<file path="config.mk">
export PLATFORM = sky130hd
export DESIGN_NAME = tmds_decoder_flat
export DESIGN_NICKNAME = d
export VERILOG_FILES = /design/src/rtl/tmds_decoder_if.sv /design/src/rtl/tmds_decoder.sv /design/src/flat_wrapper.sv
export SDC_FILE = /design/constraint.sdc
export NUM_CORES = 1
export LEC_CHECK = 0
export CORE_MARGIN = 5
export CORE_UTILIZATION = 49
export DETAILED_ROUTE_END_ITERATION = 10
export PLACE_DENSITY = 0.76
export SYNTH_ARGS = -nofsm -noshare
export SYNTH_HDL_FRONTEND = slang
export SYNTH_SLANG_ARGS = --single-unit
</file>
<file path="constraint.sdc">
create_clock -name clk -period 2.6 [get_ports clk]
set_input_delay 0.26 -clock clk [delete_from_list [all_inputs] [get_ports clk]]
set_output_delay 0.26 -clock clk [all_outputs]
set_load 0.02 [all_outputs]
</file>
<file path="src/rtl/tmds_decoder_if.sv">
// Serial TMDS bit in, decoded pixel/control symbol out; one-cycle valid strobe, no backpressure.
interface tmds_decoder_if;
    logic       enc;
    logic       valid;
    logic       locked;
    logic       de;
    logic [1:0] ctrl;
    logic [7:0] dec;

    modport slave  (input enc, output valid, locked, de, ctrl, dec);
    modport master (output enc, input valid, locked, de, ctrl, dec);
endinterface

</file>
<file path="src/rtl/tmds_decoder.sv">
// TMDS channel receiver: token-hunt word alignment, then symbol decode; outputs 1 edge after a boundary.
// Strobe-only output (no backpressure): the sink must accept every valid pulse.
module tmds_decoder #(
    parameter int LOCK_COUNT = 8,
    parameter int TIMEOUT    = 4096
) (
    input logic         clk,
    input logic         reset,
    tmds_decoder_if.slave rx
);
    localparam int TOW = $clog2(TIMEOUT + 1);

    typedef enum logic [1:0] {HUNT, VERIFY, LOCKED} state_t;

    state_t         state_q, state_d;
    logic [9:0]     sr_q, sr_d;
    logic [3:0]     bitcnt_q, bitcnt_d;
    logic [7:0]     matchcnt_q, matchcnt_d;
    logic [TOW-1:0] tocnt_q, tocnt_d;
    logic           valid_q, valid_d;
    logic           de_q, de_d;
    logic [1:0]     ctrl_q, ctrl_d;
    logic [7:0]     dec_q, dec_d;

    logic           is_tok;
    logic [1:0]     tok_code;
    logic [7:0]     q;
    logic [7:0]     dat;
    logic           boundary;
    logic           present;

    always_comb begin
        is_tok   = 1'b1;
        tok_code = 2'd0;
        case (sr_q)
            10'b1101010100: tok_code = 2'd0;
            10'b0010101011: tok_code = 2'd1;
            10'b0101010100: tok_code = 2'd2;
            10'b1010101011: tok_code = 2'd3;
            default:        is_tok   = 1'b0;
        endcase
    end

    // Undo the optional inversion (bit 9), then the XOR/XNOR chain selected by bit 8.
    always_comb begin
        q      = sr_q[9] ? ~sr_q[7:0] : sr_q[7:0];
        dat    = 8'd0;
        dat[0] = q[0];
        for (int i = 1; i < 8; i++) begin
            dat[i] = sr_q[8] ? (q[i] ^ q[i-1]) : ~(q[i] ^ q[i-1]);
        end
    end

    assign boundary = (bitcnt_q == 4'd0);

    always_comb begin
        state_d    = state_q;
        sr_d       = {rx.enc, sr_q[9:1]};
        bitcnt_d   = (bitcnt_q == 4'd9) ? 4'd0 : bitcnt_q + 4'd1;
        matchcnt_d = matchcnt_q;
        tocnt_d    = tocnt_q;
        valid_d    = 1'b0;
        de_d       = de_q;
        ctrl_d     = ctrl_q;
        dec_d      = dec_q;
        present    = 1'b0;

        case (state_q)
            HUNT: begin
                bitcnt_d   = 4'd0;
                matchcnt_d = 8'd0;
                tocnt_d    = '0;
                if (is_tok) begin
                    bitcnt_d   = 4'd1;
                    matchcnt_d = 8'd1;
                    state_d    = VERIFY;
                end
            end
            VERIFY: begin
                if (boundary) begin
                    if (is_tok) begin
                        matchcnt_d = matchcnt_q + 8'd1;
                        if (int'(matchcnt_q) + 1 == LOCK_COUNT) begin
                            state_d = LOCKED;
                            tocnt_d = '0;
                            present = 1'b1;
                        end
                    end else begin
                        state_d    = HUNT;
                        matchcnt_d = 8'd0;
                    end
                end
            end
            LOCKED: begin
                if (boundary) begin
                    present = 1'b1;
                    if (is_tok) begin
                        tocnt_d = '0;
                    end else if (int'(tocnt_q) + 1 == TIMEOUT) begin
                        state_d = HUNT;
                        tocnt_d = '0;
                    end else if (tocnt_q != {TOW{1'b1}}) begin
                        tocnt_d = tocnt_q + TOW'(1);
                    end
                end
            end
            default: state_d = HUNT;
        endcase

        if (present) begin
            valid_d = 1'b1;
            if (is_tok) begin
                de_d   = 1'b0;
                ctrl_d = tok_code;
            end else begin
                de_d  = 1'b1;
                dec_d = dat;
            end
        end
    end

    always_ff @(posedge clk) begin
        if (reset) begin
            state_q    <= HUNT;
            sr_q       <= '0;
            bitcnt_q   <= '0;
            matchcnt_q <= '0;
            tocnt_q    <= '0;
            valid_q    <= 1'b0;
            de_q       <= 1'b0;
            ctrl_q     <= '0;
            dec_q      <= '0;
        end else begin
            state_q    <= state_d;
            sr_q       <= sr_d;
            bitcnt_q   <= bitcnt_d;
            matchcnt_q <= matchcnt_d;
            tocnt_q    <= tocnt_d;
            valid_q    <= valid_d;
            de_q       <= de_d;
            ctrl_q     <= ctrl_d;
            dec_q      <= dec_d;
        end
    end

    assign rx.valid  = valid_q;
    assign rx.locked = (state_q == LOCKED);
    assign rx.de     = de_q;
    assign rx.ctrl   = ctrl_q;
    assign rx.dec    = dec_q;
endmodule

</file>
<file path="src/flat_wrapper.sv">
// flat-port wrapper written by rule: the top's interface ports become plain ports
module tmds_decoder_flat 
#(
    parameter int LOCK_COUNT = 8,
    parameter int TIMEOUT    = 4096
)
  (clk, reset, rx_enc, rx_valid, rx_locked, rx_de, rx_ctrl, rx_dec);
  tmds_decoder_if rx_i ();
  input logic clk;
  input logic reset;
  input wire logic [$bits(rx_i.enc)-1:0] rx_enc;
  output wire logic [$bits(rx_i.valid)-1:0] rx_valid;
  output wire logic [$bits(rx_i.locked)-1:0] rx_locked;
  output wire logic [$bits(rx_i.de)-1:0] rx_de;
  output wire logic [$bits(rx_i.ctrl)-1:0] rx_ctrl;
  output wire logic [$bits(rx_i.dec)-1:0] rx_dec;
  assign rx_i.enc = rx_enc;
  assign rx_valid = rx_i.valid;
  assign rx_locked = rx_i.locked;
  assign rx_de = rx_i.de;
  assign rx_ctrl = rx_i.ctrl;
  assign rx_dec = rx_i.dec;
  tmds_decoder #(.LOCK_COUNT(LOCK_COUNT), .TIMEOUT(TIMEOUT)) u_core (.clk(clk), .reset(reset), .rx(rx_i));
endmodule
</file>
==> results of run 1 <==
[placed cells by master, fill, tap and decap left out, types with 4 or more instances in the layout]
master	instances
xnor2_1	8
nand4_1	7
nor2_1	39
nand2_1	15
nor3_1	5
nand3_1	16
dfxtp_1	49
xor2_1	7
o21ai_0	11
or3_1	4
inv_1	15
a21oi_1	18
buf_4	10
nor2b_1	11
a22o_1	11
a211oi_1	11
ha_1	11
clkdlybuf4s50_1	15
clkbuf_8	5
[routing by layer]
metal,share of wire,up-vias,GRT usage
met2,0.48,38,0.2697
met5,0,-,0
li1,-,1167,-
met4,0.0050,0,0.04678
met1,0.48,1049,0.2166
met3,0.037,2,0.04047
[layout make-up]
cell class / count / area share
clock buffer: 5 / 0.02267
inverter: 15 / 0.01855
clock inverter: 3 / 0.01525
multi-input combinational: 231 / 0.5165
tap: 72 / 0.02968
sequential: 49 / 0.3232
timing repair buffer: 25 / 0.07420
[per-stage QoR]
step                      hold WS [ps]  TNS (ps)  power, µW  cell area, µm²
after CTS                        483.4         0       1530            3032
after global placement           460.2         0      970.3            2917
after detailed placement         469.3         0      974.4            2917
after global routing             496.5    -14.59       1581            3035
after floorplan                  388.2         0      929.0            2688
final                            475.2         0       1512            3035
[how the worst max path moves through the flow]
| stage | to | depth (start not counted) | slack [ps] |
|---|---|---|---|
| floorplan | u_core.tocnt_q[9] | 10 | 360 |
| global placement | u_core.tocnt_q[4] | 7 | 220 |
| detailed placement | u_core.tocnt_q[7] | 9 | 190 |
| CTS | u_core.tocnt_q[4] | 7 | 150 |
| global route | u_core.tocnt_q[4] | 7 | -10 |
| finish | u_core.tocnt_q[4] | 7 | 150 |
[sequential cells by signal, indices dropped and copies added (netlist names)]
signal,flops
u_core.tocnt_q,13
u_core.sr_q,10
u_core.matchcnt_q,8
u_core.rx.dec,8
u_core.bitcnt_q,4
u_core.rx.ctrl,2
u_core.state_q,2
u_core.rx.de,1
u_core.rx.valid,1
[kinds of logic after synthesis]
logic type      count (synthesis)  share of synthesized area
compound gates                 73                     0.2035
flops                          49                     0.3650
buf+inv                        30                    0.05307
xor+xnor                       15                    0.04888
simple gates                  129                     0.2663
fa+ha+maj                      11                    0.05121
mux                             3                    0.01210
[report_power, final]
| group | total [µW] | switching [µW] | internal [µW] |
|---|---|---|---|
| sequential | 771 | 11.4 | 760 |
| clock | 556 | 268 | 288 |
| combinational | 184 | 110 | 74.6 |
| total | 1510 | 390 | 1120 |
[tightest hold or removal path, cell delays in order (launching register included)]
cell and delay [ps]:
dfxtp_1 330, inv_1 70, nor2_1 50
==> impl_metrics.env, run 1 <==
export IMPL_outcome="finished clean"
export IMPL_layout_nets=341
export IMPL_synthArstFlopShare=0
export IMPL_fin_cells=400
export IMPL_hold_depth=2
export IMPL_grt_first_pass_wirelength_mm=9.715
export IMPL_cp_start_kind="register"
export IMPL_clockBufferDepth=2
export IMPL_cts_buffers=5
export IMPL_die_area_um2=7066
export IMPL_route_detailed_drc=0
export IMPL_utilization=0.5616
export IMPL_multi_input_area_um2=1568
export IMPL_skew_ps=7.251
export IMPL_crit_arrival_ps=2650
export IMPL_synth_seq_cells=49
export IMPL_synth_edff_count=0
export IMPL_hold_buffers=0
export IMPL_fmax_ghz=0.4079
export IMPL_dpl_cell_count=392
export IMPL_crit_type="reg -> reg"
export IMPL_r2r_end="u_core.tocnt_q[4]"
export IMPL_slowest_stage="dfxtp_1"
export IMPL_synth_area_um2=2688
export IMPL_overflow=0
export IMPL_max_stage_delay_ps=430
export IMPL_min_from="u_core.sr_q[7]"
export IMPL_port_buffers=15
export IMPL_crit_fanout=8
export IMPL_crit_start="u_core.tocnt_q[0]"
export IMPL_grt_max_degree=18
export IMPL_fin_crit_sh=0.9429
export IMPL_maxCapViolCount=0
export IMPL_worst_slew_pin_slew_ps=630.4
export IMPL_synth_ff_type="dfxtp_1"
export IMPL_place_hpwl_mm=4.098
export IMPL_synth_top_cell_area_share=0.3650
export IMPL_routedWlPerCell_um=13.96
export IMPL_finalWorstSetupSlack_ps=148.4
export IMPL_place_ws_ps=190.8
export IMPL_drt_iter0_drc=105
export IMPL_slew_violations=0
export IMPL_die_h_um=84.06
export IMPL_io_pins=16
export IMPL_place_congestion=0.8739
export IMPL_area_delta_synth_final_pct=12.94
export IMPL_grt_pass1_vias=2107
export IMPL_syn_area_per_cell_um2=8.670
export IMPL_initial_core_util=0.4972
export IMPL_clk_latency_ps=310
export IMPL_drive_gt1_frac=0.1128
export IMPL_syn_inst=310
export IMPL_avgViaCountPerCell=5.640
export IMPL_ys_warn_count=0
export IMPL_ys_types=63
export IMPL_setup_viol=0
export IMPL_grtUsageTotal=0.1655
export IMPL_cts_sinks=49
export IMPL_rsz0062_at_grt="yes"
export IMPL_hold_end="u_core.sr_q[6]"
export IMPL_ys_seq_area_frac=0.3650
export IMPL_reg2regPathDepth=7
export IMPL_synth_most_common_cell="dfxtp_1"
export IMPL_vias=2256
export IMPL_maxSlewHeadroom=0.5793
export IMPL_path_cells="ha_1, and4_2, nand4_1, o31a_1, o22a_2, and2_2, a22o_1"
export IMPL_ir_drop_mv=0.3335
export IMPL_fillerInstances=496
export IMPL_clkSlewWorstSetupHoldPaths_ps=100
export IMPL_h_tree_depth=2
export IMPL_power_density_nw_per_um2=498.1
export IMPL_core_um2=5405
export IMPL_timing_rr_start="u_core.tocnt_q[0]"
export IMPL_antenna_cells=0
export IMPL_hold_viol=0
export IMPL_yosys_top_cells_count="49 x dfxtp_1, 40 x nor2_1, 18 x a21oi_1"
export IMPL_firstDrtPassIters=4
export IMPL_routed_wl_mm=5.582
export IMPL_ctsRootBufferMaster="clkbuf_8"
export IMPL_layout_area_seq_um2=980.9
export IMPL_post_cts_resized_instances=0
export IMPL_critical_path_endpoint_type="register"
export IMPL_crit_family="compound AO/OA/AOI/OAI gates"
export IMPL_synth_nets=324
export IMPL_crit_buf_inv=0
export IMPL_synth_top_area_cell="dfxtp_1"
export IMPL_antenna_left=0
export IMPL_cts_setup_buffers=0
export IMPL_std_cell_rows=27
export IMPL_die_w_um=84.06
export IMPL_cts_tree="done"
export IMPL_period_needed_ps=2452
export IMPL_reg2reg_slack_ps=150
export IMPL_antenna_found_initial=0
export IMPL_required_ps=2800
export IMPL_p_leak_uw=0.001098
export IMPL_synthTopCellsByArea="dfxtp_1 36%, nor2_1 5.6%, ha_1 5.1%, a22o_1 3.6%, a21oi_1 3.4%"
export IMPL_hold_path_class="reg -> reg"
(Power assumes the default switching activity.)
==> inputs of run 2 (changes only) <==
==> constraint.sdc (replaced) <==
create_clock -name clk -period 2.4 [get_ports clk]
set_input_delay 0.24 -clock clk [delete_from_list [all_inputs] [get_ports clk]]
set_output_delay 0.24 -clock clk [all_outputs]
set_load 0.02 [all_outputs]
==> impl_metrics.env, run 2 (synthesis gave the netlist of run 1 again) <==
export IMPL_die_h_um=84.06
export IMPL_die_area_um2=7066
export IMPL_reg2reg_slack_ps=90
export IMPL_layout_nets=351
export IMPL_min_from="u_core.sr_q[7]"
export IMPL_crit_fanout=8
export IMPL_maxSlewHeadroom=0.5692
export IMPL_final_cell_mix="48 x dfxtp_1, 39 x nor2_1, 19 x buf_4, 18 x a21oi_1"
export IMPL_io_pins=16
export IMPL_maxCapViolCount=0
export IMPL_clockBufferDepth=2
export IMPL_ir_drop_mv=0.4824
export IMPL_power_density_nw_per_um2=524.9
export IMPL_p_leak_uw=0.001168
export IMPL_fmax_ghz=0.4330
export IMPL_route_detailed_drc=0
export IMPL_grt_first_pass_wirelength_mm=9.846
export IMPL_place_congestion=0.8113
export IMPL_r2r_end="u_core.tocnt_q[4]"
export IMPL_place_ws_ps=-35.33
export IMPL_firstDrtPassIters=4
export IMPL_place_hpwl_mm=4.243
export IMPL_grtUsageTotal=0.1683
export IMPL_skew_ps=3.857
export IMPL_overflow=0
export IMPL_finalWorstSetupSlack_ps=90.44
export IMPL_cts_sinks=49
export IMPL_cp_start_kind="register"
export IMPL_reg_largest_list="u_core.tocnt_q x13, u_core.sr_q x10"
export IMPL_antenna_cells=0
export IMPL_regMostFlops="u_core.tocnt_q"
export IMPL_cts_buffers=5
export IMPL_area_delta_synth_final_pct=18.30
export IMPL_largest_register_ffs=13
export IMPL_setup_viol=0
export IMPL_std_cell_rows=27
export IMPL_timing_rr_start="u_core.tocnt_q[1]"
export IMPL_crit_path_end="u_core.tocnt_q[4]"
export IMPL_clkSlewWorstSetupHoldPaths_ps=90
export IMPL_required_ps=2600
export IMPL_timing_hold_ws_ps=485.4
export IMPL_reg2regPathDepth=8
export IMPL_port_buffers=15
export IMPL_grt_pass1_vias=2140
export IMPL_rsz0062_at_grt="no"
export IMPL_slew_violations=0
export IMPL_worst_slew_pin_slew_ps=645.5
export IMPL_routed_wl_mm=5.890
export IMPL_vias=2285
export IMPL_fin_cells=410
export IMPL_clk_latency_ps=310
export IMPL_crit_start="u_core.tocnt_q[1]"
export IMPL_crit_type="reg -> reg"
export IMPL_grt_max_degree=23
export IMPL_power_uw=1669
export IMPL_routedWlPerCell_um=14.37
export IMPL_antenna_left=0
export IMPL_outcome="finished clean"
export IMPL_cts_tree="done"
export IMPL_drive_gt1_frac=0.1598
export IMPL_hold_path_class="reg -> reg"
export IMPL_period_needed_ps=2310
export IMPL_avgViaCountPerCell=5.573
export IMPL_critical_path_endpoint_type="register"
export IMPL_final_common_cell="dfxtp_1"
export IMPL_drt_iter0_drc=112
export IMPL_fin_crit_sh=0.9623
export IMPL_core_um2=5405
export IMPL_antenna_found_initial=0
export IMPL_hold_buffers=0
export IMPL_dpl_cell_count=397
export IMPL_h_tree_depth=2
export IMPL_ctsRootBufferMaster="clkbuf_8"
export IMPL_die_w_um=84.06
export IMPL_tns_ps=0
export IMPL_initial_core_util=0.4972
export IMPL_hold_viol=0
export IMPL_crit_arrival_ps=2510
[run 2: power breakdown]
part	internal (µW)	switching, µW	leakage [µW]
clock	339	279	0.0000574
combinational	91.6	125	0.000715
sequential	823	11.8	0.000396
total	1250	415	0.00117
[run 2: layout make-up]
| type | count | area (µm²) |
|---|---|---|
| clock buffer | 6 | 82.58 |
| clock inverter | 2 | 37.54 |
| fill | 496 | 2226 |
| inverter | 15 | 56.30 |
| multi-input combinational | 231 | 1627 |
| sequential | 49 | 982.2 |
| tap | 72 | 90.09 |
| timing repair buffer | 35 | 304.0 |
[run 2: metal layers]
| layer | vias up | track usage | share of wire |
|---|---|---|---|
| li1 | 1177 | - | - |
| met1 | 1083 | 0.2148 | 0.48 |
| met2 | 19 | 0.2791 | 0.49 |
| met3 | 6 | 0.03455 | 0.022 |
| met4 | 0 | 0.06140 | 0.011 |
| met5 | - | 0 | 0 |
[run 2: worst min path at each step]
| stage | endpoint | cells past startpoint |
|---|---|---|
| after floorplan | u_core.sr_q[9] | 1 |
| after global placement | u_core.sr_q[6] | 2 |
| after detailed placement | u_core.sr_q[6] | 2 |
| after CTS | u_core.sr_q[6] | 2 |
| after global routing | u_core.sr_q[9] | 2 |
| final | u_core.sr_q[6] | 2 |
[run 2: through the flow]
| stage | utilization | cell area, µm² |
|---|---|---|
| 2_1_floorplan | - | 2688 |
| 3_3_place_gp | 0.5465 | 2954 |
| 3_5_place_dp | 0.5465 | 2954 |
| 4_1_cts | 0.5692 | 3077 |
| 5_1_grt | 0.5882 | 3179 |
| 6_report | 0.5882 | 3179 |
[run 2: worst max-delay path, cell delays in order, from the launching register on]
cell and delay, ps:
dfxtp_1 400, ha_1 190, and4_2 270, nand4_1 100
buf_4 180, o31a_1 300, o22a_2 300, and2_2 240
a22o_1 210
[run 2: what timing repair did]
action	4_1_cts	5_1_grt
gates resized for setup	1	12
endpoints found under the setup margin	8	15
pin swaps	0	8
setup buffers	0	5
==> inputs of run 3 (changes only) <==
--- a/config.mk
+++ b/config.mk
@@ -8,7 +8,9 @@
 export CORE_MARGIN = 5
 export CORE_UTILIZATION = 49
 export DETAILED_ROUTE_END_ITERATION = 10
+export GPL_TIMING_DRIVEN = 0
 export PLACE_DENSITY = 0.76
+export SETUP_SLACK_MARGIN = 0.4
 export SYNTH_ARGS = -nofsm -noshare
 export SYNTH_HDL_FRONTEND = slang
 export SYNTH_SLANG_ARGS = --single-unit
==> impl_metrics.env, run 3 (synthesis gave the netlist of run 1 again) <==
export IMPL_layout_nets=381
export IMPL_period_needed_ps=2280
export IMPL_swShare=0.2918
export IMPL_crit_buf_inv=3
export IMPL_std_cell_rows=27
export IMPL_met2_length_mm=3.773
export IMPL_switchingPower_uw=472.4
export IMPL_drt_iter0_drc=206
export IMPL_fin_cells=440
export IMPL_timing_rr_start="u_core.bitcnt_q[0]"
export IMPL_firstDrtPassIters=5
export IMPL_ctsRootBufferMaster="clkbuf_8"
export IMPL_cp_start_kind="register"
export IMPL_rsz0062_at_grt="yes"
export IMPL_r2r_end="u_core.tocnt_q[9]"
export IMPL_crit_fanout=5
export IMPL_critical_path_endpoint_type="register"
export IMPL_utilization=0.6829
export IMPL_fillerInstances=393
export IMPL_antenna_found_initial=0
export IMPL_routed_top_layer="met4"
export IMPL_power_uw=1619
export IMPL_core_um2=5405
export IMPL_hold_buffers=0
export IMPL_max_stage_delay_ps=370
export IMPL_fin_crit_sh=0.9499
export IMPL_grt_first_pass_wirelength_mm=11.30
export IMPL_h_tree_depth=2
export IMPL_required_ps=2610
export IMPL_dpl_cell_count=396
export IMPL_power_frac_seq=0.515
export IMPL_regMostFlops="u_core.tocnt_q"
export IMPL_maxSlewHeadroom=0.5086
export IMPL_hold_viol=0
export IMPL_clockBufferDepth=2
export IMPL_avgViaCountPerCell=5.968
export IMPL_crit_type="reg -> reg"
export IMPL_initial_core_util=0.4972
export IMPL_wl_met1_mm=3.223
export IMPL_vias=2626
export IMPL_tns_ps=0
export IMPL_crit_family="compound AO/OA/AOI/OAI gates"
export IMPL_setup_viol=0
export IMPL_grt_max_degree=17
export IMPL_final_cell_mix="39 x dfxtp_1, 32 x nor2_1, 28 x buf_4, 14 x nand3_1, 14 x a21oi_1"
export IMPL_slowest_stage="or3b_4"
export IMPL_grtUsageTotal=0.1904
export IMPL_reg_largest_list="u_core.tocnt_q x13, u_core.sr_q x10"
export IMPL_worst_slew_pin_slew_ps=737.1
export IMPL_clk_latency_ps=310
export IMPL_clkSlewWorstSetupHoldPaths_ps=90
export IMPL_die_h_um=84.06
export IMPL_place_congestion=0.8535
export IMPL_hold_path_class="in -> reg"
export IMPL_die_area_um2=7066
export IMPL_power_density_nw_per_um2=438.5
export IMPL_crit_arrival_ps=2490
export IMPL_largest_register_ffs=13
export IMPL_routedWlPerCell_um=17.02
export IMPL_antenna_left=0
export IMPL_stdcell_area_um2=3691
export IMPL_final_common_cell="dfxtp_1"
export IMPL_grt_pass1_vias=2445
export IMPL_ir_drop_mv=0.2748
export IMPL_path_cells="inv_4, ha_4, or3b_4, buf_6, a211oi_4, o31a_1, o22ai_2, buf_6, a22o_1, a22o_1"
export IMPL_cts_sinks=49
export IMPL_die_w_um=84.06
export IMPL_io_pins=16
export IMPL_drive_gt1_frac=0.3451
export IMPL_fmax_ghz=0.4386
export IMPL_maxCapViolCount=0
export IMPL_dr_wl_met3_um=333
export IMPL_slew_violations=0
export IMPL_cts_tree="done"
export IMPL_reg2regPathDepth=10
export IMPL_crit_path_end="u_core.tocnt_q[9]"
export IMPL_place_hpwl_mm=4.220
export IMPL_cp_num_cells=10
export IMPL_port_buffers=14
export IMPL_overflow=0
export IMPL_intPower_uw=1146
export IMPL_antenna_cells=0
export IMPL_reg2reg_slack_ps=120
export IMPL_place_area_um2=2943
export IMPL_outcome="finished clean"
export IMPL_cts_buffers=5
export IMPL_pwr_share_clk=0.313
export IMPL_p_comb_frac=0.171
export IMPL_route_detailed_drc=0
export IMPL_area_delta_synth_final_pct=37.34
export IMPL_p_leak_uw=0.001343
export IMPL_skew_ps=9.687
export IMPL_routed_wl_mm=7.488
export IMPL_crit_start="u_core.bitcnt_q[0]"
-- run 3: cell types whose count changed in the layout (fill, tap and decap cells not counted), sizes merged --
cell           change
clkdlybuf4s50      -2
clkinv             +1
inv                +1
dlygate4sd2        +1
buf               +22
clkbuf             +8
bufinv             -1
-- run 3: timing repair --
| item | CTS | global route |
|---|---|---|
| buffers inserted | 26 | 7 |
| resized for setup | 32 | 71 |
| setup endpoints to repair | 33 | 34 |
| pin swaps | 16 | 27 |
| cloned | 2 | 1 |
-- run 3: power groups by stage --
stage / combinational (µW) / clock (µW) / sequential [µW]
2_1_floorplan: 155 / 0 / 856
3_3_place_gp: 205 / 0 / 854
3_5_place_dp: 207 / 0 / 854
4_1_cts: 248 / 515 / 832
5_1_grt: 296 / 554 / 835
6_report: 278 / 507 / 834
-- run 3: metrics by stage --
step,hold WS [ps],setup WS (ps)
detailed placement,468.8,-47.52
finish,483.0,120.2
CTS,472.6,105.9
global placement,454.1,-17.31
floorplan,368.2,208.5
global route,473.3,17.65
-- run 3: cell type report --
type                    count  area (µm²)  area share
multi-input cells         231        1884      0.5105
flip-flops and latches     49        1001      0.2712
repair buffers             50       446.7      0.1210
plain buffers              15       120.1     0.03254
well taps                  72       90.09     0.02441
clock buffers               5       68.82     0.01864
inverters                  15       58.81     0.01593
clock inverters             3       21.27    0.005763
-- run 3: worst min-delay path by stage --
stage,to,cells after the start,startpoint
4_1_cts,u_core.sr_q[6],2,u_core.sr_q[7]
2_1_floorplan,u_core.sr_q[9],1,rx_enc
3_3_place_gp,u_core.sr_q[6],2,u_core.sr_q[7]
6_report,u_core.sr_q[9],2,rx_enc
5_1_grt,u_core.sr_q[9],2,rx_enc
3_5_place_dp,u_core.sr_q[6],2,u_core.sr_q[7]
-- run 3: metal layers --
metal,up-vias,track usage
li1,1239,-
met3,20,0.04738
met4,0,0.06433
met5,-,0
met2,78,0.3099
met1,1289,0.2447
